===== src/rtl/regbank_if.sv =====
// regbank_if: write-enable/data, dual read-address and read-data bundle for the register bank
interface regbank_if #(
  parameter int DATA_W = 32,
  parameter int ADDR_W = 5,
  parameter int NREGS  = 32
);
  logic [NREGS-1:0]  we_onehot;
  logic [DATA_W-1:0] wr_data;
  logic [ADDR_W-1:0] rd_addr_a;
  logic [ADDR_W-1:0] rd_addr_b;
  logic [DATA_W-1:0] rd_data_a;
  logic [DATA_W-1:0] rd_data_b;
  logic              multi_we_err;
  modport master (
    output we_onehot, wr_data, rd_addr_a, rd_addr_b,
    input  rd_data_a, rd_data_b, multi_we_err
  );
  modport slave (
    input  we_onehot, wr_data, rd_addr_a, rd_addr_b,
    output rd_data_a, rd_data_b, multi_we_err
  );
endinterface


===== src/rtl/regbank_regfile.sv =====
// regbank_regfile: one-hot-written register array with two registered bypassing read ports
module regbank_regfile #(
  parameter int DATA_W   = 32,
  parameter int ADDR_W   = 5,
  parameter int NREGS    = 32,
  parameter bit ZERO_REG = 1
) (
  input logic clk,
  input logic rst,
  regbank_if.slave bus
);
  logic [DATA_W-1:0] regs [NREGS];
  logic [NREGS-1:0]  wmask;
  logic              illegal;
  // x & (x-1) is nonzero exactly when two or more enables are high
  always_comb begin
    illegal = |(bus.we_onehot & (bus.we_onehot - NREGS'(1)));
    wmask   = illegal ? '0 : bus.we_onehot & ~NREGS'(ZERO_REG);
  end
  // With ZERO_REG, regs[0] is never written, so it reads as zero without a special case
  always_ff @(posedge clk) begin
    if (rst) begin
      for (int i = 0; i < NREGS; i++) regs[i] <= '0;
      bus.rd_data_a    <= '0;
      bus.rd_data_b    <= '0;
      bus.multi_we_err <= 1'b0;
    end else begin
      for (int i = 0; i < NREGS; i++) if (wmask[i]) regs[i] <= bus.wr_data;
      bus.rd_data_a <= wmask[bus.rd_addr_a] ? bus.wr_data : regs[bus.rd_addr_a];
      bus.rd_data_b <= wmask[bus.rd_addr_b] ? bus.wr_data : regs[bus.rd_addr_b];
      if (illegal) bus.multi_we_err <= 1'b1;
    end
  end
endmodule


===== src/flat_wrapper.sv =====
// flat-port wrapper written by rule: the top's interface ports become plain ports
module regbank_regfile_flat 
#(
  parameter int DATA_W   = 32,
  parameter int ADDR_W   = 5,
  parameter int NREGS    = 32,
  parameter bit ZERO_REG = 1
)
  (clk, rst, bus_we_onehot, bus_wr_data, bus_rd_addr_a, bus_rd_addr_b, bus_rd_data_a, bus_rd_data_b, bus_multi_we_err);
  regbank_if #(.DATA_W(DATA_W), .ADDR_W(ADDR_W), .NREGS(NREGS)) bus_i ();
  input logic clk;
  input logic rst;
  input wire logic [$bits(bus_i.we_onehot)-1:0] bus_we_onehot;
  input wire logic [$bits(bus_i.wr_data)-1:0] bus_wr_data;
  input wire logic [$bits(bus_i.rd_addr_a)-1:0] bus_rd_addr_a;
  input wire logic [$bits(bus_i.rd_addr_b)-1:0] bus_rd_addr_b;
  output wire logic [$bits(bus_i.rd_data_a)-1:0] bus_rd_data_a;
  output wire logic [$bits(bus_i.rd_data_b)-1:0] bus_rd_data_b;
  output wire logic [$bits(bus_i.multi_we_err)-1:0] bus_multi_we_err;
  assign bus_i.we_onehot = bus_we_onehot;
  assign bus_i.wr_data = bus_wr_data;
  assign bus_i.rd_addr_a = bus_rd_addr_a;
  assign bus_i.rd_addr_b = bus_rd_addr_b;
  assign bus_rd_data_a = bus_i.rd_data_a;
  assign bus_rd_data_b = bus_i.rd_data_b;
  assign bus_multi_we_err = bus_i.multi_we_err;
  regbank_regfile #(.DATA_W(DATA_W), .ADDR_W(ADDR_W), .NREGS(NREGS), .ZERO_REG(ZERO_REG)) u_core (.clk(clk), .rst(rst), .bus(bus_i));
endmodule

===== config.mk =====
export PLATFORM = sky130hd
export DESIGN_NAME = regbank_regfile_flat
export DESIGN_NICKNAME = d
export VERILOG_FILES = /design/src/rtl/regbank_if.sv /design/src/rtl/regbank_regfile.sv /design/src/flat_wrapper.sv
export SDC_FILE = /design/constraint.sdc
export NUM_CORES = 2
export LEC_CHECK = 0
export BUFFER_PORTS_ARGS = -buffer_cell sky130_fd_sc_hd__buf_4
export CORE_MARGIN = 2
export CORE_UTILIZATION = 35
export CTS_BUF_LIST = sky130_fd_sc_hd__clkbuf_8
export DETAILED_ROUTE_END_ITERATION = 12
export GPL_TIMING_DRIVEN = 0
export MAX_ROUTING_LAYER = met4
export SLEW_MARGIN = 30
export SYNTH_ARGS = -nofsm -noshare
export SYNTH_HDL_FRONTEND = slang
export SYNTH_SLANG_ARGS = --single-unit

===== constraint.sdc =====
create_clock -name clk -period 7.58 [get_ports clk]
set_clock_uncertainty 0.15 [all_clocks]
set_input_delay 1.516 -clock clk [delete_from_list [all_inputs] [get_ports clk]]
set_output_delay 1.516 -clock clk [all_outputs]
set_load 0.01 [all_outputs]

==> flow_summary_export.csv <==
group,metric,value,unit
status,status,"completed",
logic_synthesis,ys_types,47,
route,via_count,33100,
logic_synthesis,syn_nets,3093,
critical_path,cp.arrival,6260,ps
sta,hold_ws,642,ps
sta,worst_pin_slew,1120,ps
die,die_w,389,µm
die,initial_core_util,0.352,
route,wl_per_cell,34.6,µm
cts,ctsResizeCount,0,
global_routing,overflow,0,
power_and_ir_drop,total_power,13600,µW
route,drc,0,
sta,hold_viol,0,
logic_synthesis,synth_top_area_frac,0.574,
critical_path,startpoint,"bus_rd_addr_b[1]",
sta,period_needed,5670,ps
cts,path_clk_slew,60,ps
power_and_ir_drop,cellLeakagePower,0.0201,µW
logic_synthesis,synth_area_leaders,"edfxtp_1 57%, mux4_2 26%, nor2_1 4.4%",
run,drv_cap,0,
global_routing,grt_pass1_wl,257000,µm
die,num_rows,141,
finish,area_growth,14.4,%
placement,io_buffers,134,
die,die_y,389,µm
critical_path,path_buf_inv,5,
cts,cts_tree,"yes",
global_routing,grt_pass1_vias,32500,
critical_path,endpoint_kind,"flip-flop",
placement,dp.cells,5104,
min_path,hold_start,"u_core.bus.multi_we_err$_SDFFE_PP0P_",
logic_synthesis,ys_seq_area_frac,0.599,
cts,ctsHoldBuffers,0,
global_routing,grt_max_degree,33,
sta,finalSetupTns,0,ps
critical_path,crit_required,8170,ps
cts,cts_root_buf,"clkbuf_8",
global_routing,antenna_found_initial,11,
sta,rsz0062_at_grt,"false",
logic_synthesis,yosysMostFrequentCell,"edfxtp_1",
power_and_ir_drop,powerDensity,230,mW/mm²
cts,insertion_delay,910,ps
cts,cts-htree-levels,4,
finish,fin_nets,3425,
sta,relSlewSlack,0.254,
logic_synthesis,ys_warn_count,0,
global_routing,gr-usage-all-layers,0.254,
cts,cts_buffers,172,
critical_path,path_cells,"buf_4 > buf_2 > buf_1 > clkbuf_1 > clkbuf_1 > mux4_2 > mux4_2 > mux2i_1 > nor2_1 > mux2_1",
critical_path,worstSetupPathType,"primary input to flip-flop",
route,drtPass1Iterations,6,
route,dr.first_iter.drc_count,4850,
placement,place_hpwl,133000,µm
route,viasPerCell,6.11,
sta,slew_viol_final,0,
logic_synthesis,synth_top_cell_by_area,"edfxtp_1",
critical_path,cp_slowest_cell,"clkbuf_1",
logic_synthesis,ys.flop_type,"edfxtp_1",
sta,period_share,0.748,
cts,cts_sinks,1057,
die,die-area,0.151,mm²
min_path,hold_path_class,"flip-flop to flip-flop",
logic_synthesis,syn_area_per_cell,17.2,µm²
critical_path,startpoint_type,"primary input",
finish,drive_gt1_frac,0.356,
die,io_pins,141,
logic_synthesis,syn-cell-area,0.0519,mm²
route,ant_nets,0,
critical_path,worstPathMaxFanout,10,
critical_path,cp_top_family,"buffers and inverters",
logic_synthesis,syn_inst,3017,
finish,final_cells,5422,
logic_synthesis,synthArstFlopShare,0,
logic_synthesis,ys_top_cells_by_count,"992 x edfxtp_1, 612 x nor2_1, 592 x mux4_2, 193 x clkbuf_1, 69 x mux2_2",
placement,gp_congestion,0.963,
route,totalWireLength,188000,µm
cts,post_cts.repair.setup_buffers,0,
logic_synthesis,synth-seq-cells,1057,
sta,fmaxAchievable,176,MHz
critical_path,r2r-start,"u_core.regs[6][13]$_SDFFCE_PN0P_",
logic_synthesis,synth-edff-count,992,
cts,cts_buffer_depth,3,
critical_path,max_stage_delay,900,ps
power_and_ir_drop,ir_drop,0.145,mV
sta,setup_viol,0,
die,core,0.147,mm²
-- layout make-up --
| type | instances | area, µm² |
|---|---|---|
| fill | 13500 | 88100 |
| sequential | 1057 | 31100 |
| multi-input combinational | 1622 | 19700 |
| clock buffer | 194 | 2670 |
| tap | 1930 | 2410 |
| timing repair buffer | 158 | 1490 |
| buffer | 304 | 1360 |
| clock inverter | 107 | 490 |
| inverter | 34 | 128 |
| antenna | 16 | 40.0 |
-- where the power goes --
part           switching [µW]  internal [µW]  leakage [µW]
registers                 170           6790        0.0100
logic                    1080            857       0.00823
clock network            2370           2390       0.00184
-- path summary, 6_finish.rpt --
path                                                             end  slack (ps)  cells past startpoint
worst min register to register  u_core.bus.multi_we_err$_SDFFE_PP0P_         640                      2
worst max register to register   u_core.bus.rd_data_b[13]$_SDFF_PP0_        5120                      5
worst min-delay path            u_core.bus.multi_we_err$_SDFFE_PP0P_         640                      2
worst max-delay path             u_core.bus.rd_data_b[21]$_SDFF_PP0_        1910                     10
-- placed cells by master, fill, tap and decap left out, types with 3 or more instances in the layout --
cell type,count
edfxtp_1,992
nor2_1,612
mux4_2,592
clkbuf_8,195
buf_4,138
clkbuf_1,134
inv_1,96
buf_2,89
mux2_2,69
mux2i_1,66
dfxtp_1,65
clkbuf_2,64
a22o_1,64
mux2_1,60
nand2b_1,33
clkinv_1,29
buf_12,18
diode_2,16
a21o_4,14
nand2b_4,13
nand3_4,11
buf_1,11
nand3_1,9
clkinv_2,8
nor3_1,7
o21ai_0,7
nand4_1,6
nor4_1,5
a21oi_1,5
nand2_1,5
o31ai_1,5
clkinvlp_4,5
or3_1,4
nand2b_2,4
o21a_1,3
buf_6,3
nor2b_1,3
buf_16,3
-- registers in the layout, summed over array words and instances, names as in the netlist --
| name | cells |
|---|---|
| u_core.bus.multi_we_err | 1 |
| u_core.regs | 992 |
| u_core.bus.rd_data_a | 32 |
| u_core.bus.rd_data_b | 32 |
-- kinds of logic after synthesis --
kind of cell             count (synthesis)  share of synthesized area
buffers and inverters                  338                     0.0261
AO/OA/AOI/OAI                          114                     0.0177
multiplexers                           787                      0.298
AND/OR/NAND/NOR                        720                     0.0596
adder cells (fa/ha/maj)                  1                   0.000193
flip-flops                            1057                      0.599
-- per-layer routing --
layer	vias to the layer above	GRT usage	wire (µm)
li1	12800	-	-
met1	17400	0.338	70900
met2	2495	0.359	82100
met3	435	0.0741	24900
met4	0	0.119	9870
met5	-	-	0
-- per-stage QoR --
stage | worst slack, ps | utilization | area, µm²
after floorplan | 2700 | - | 51900
after global placement | 750 | 0.375 | 55300
after detailed placement | 1220 | 0.381 | 56100
after CTS | 2170 | 0.402 | 59300
after global routing | 2040 | 0.403 | 59400
final | 1910 | 0.403 | 59400
-- worst min-delay path, stage by stage, from the launching register on --
cell and delay [ps]:
dfxtp_1 540, inv_1 130, a21oi_1 70
No activity file was read; power rests on OpenSTA's default activity.
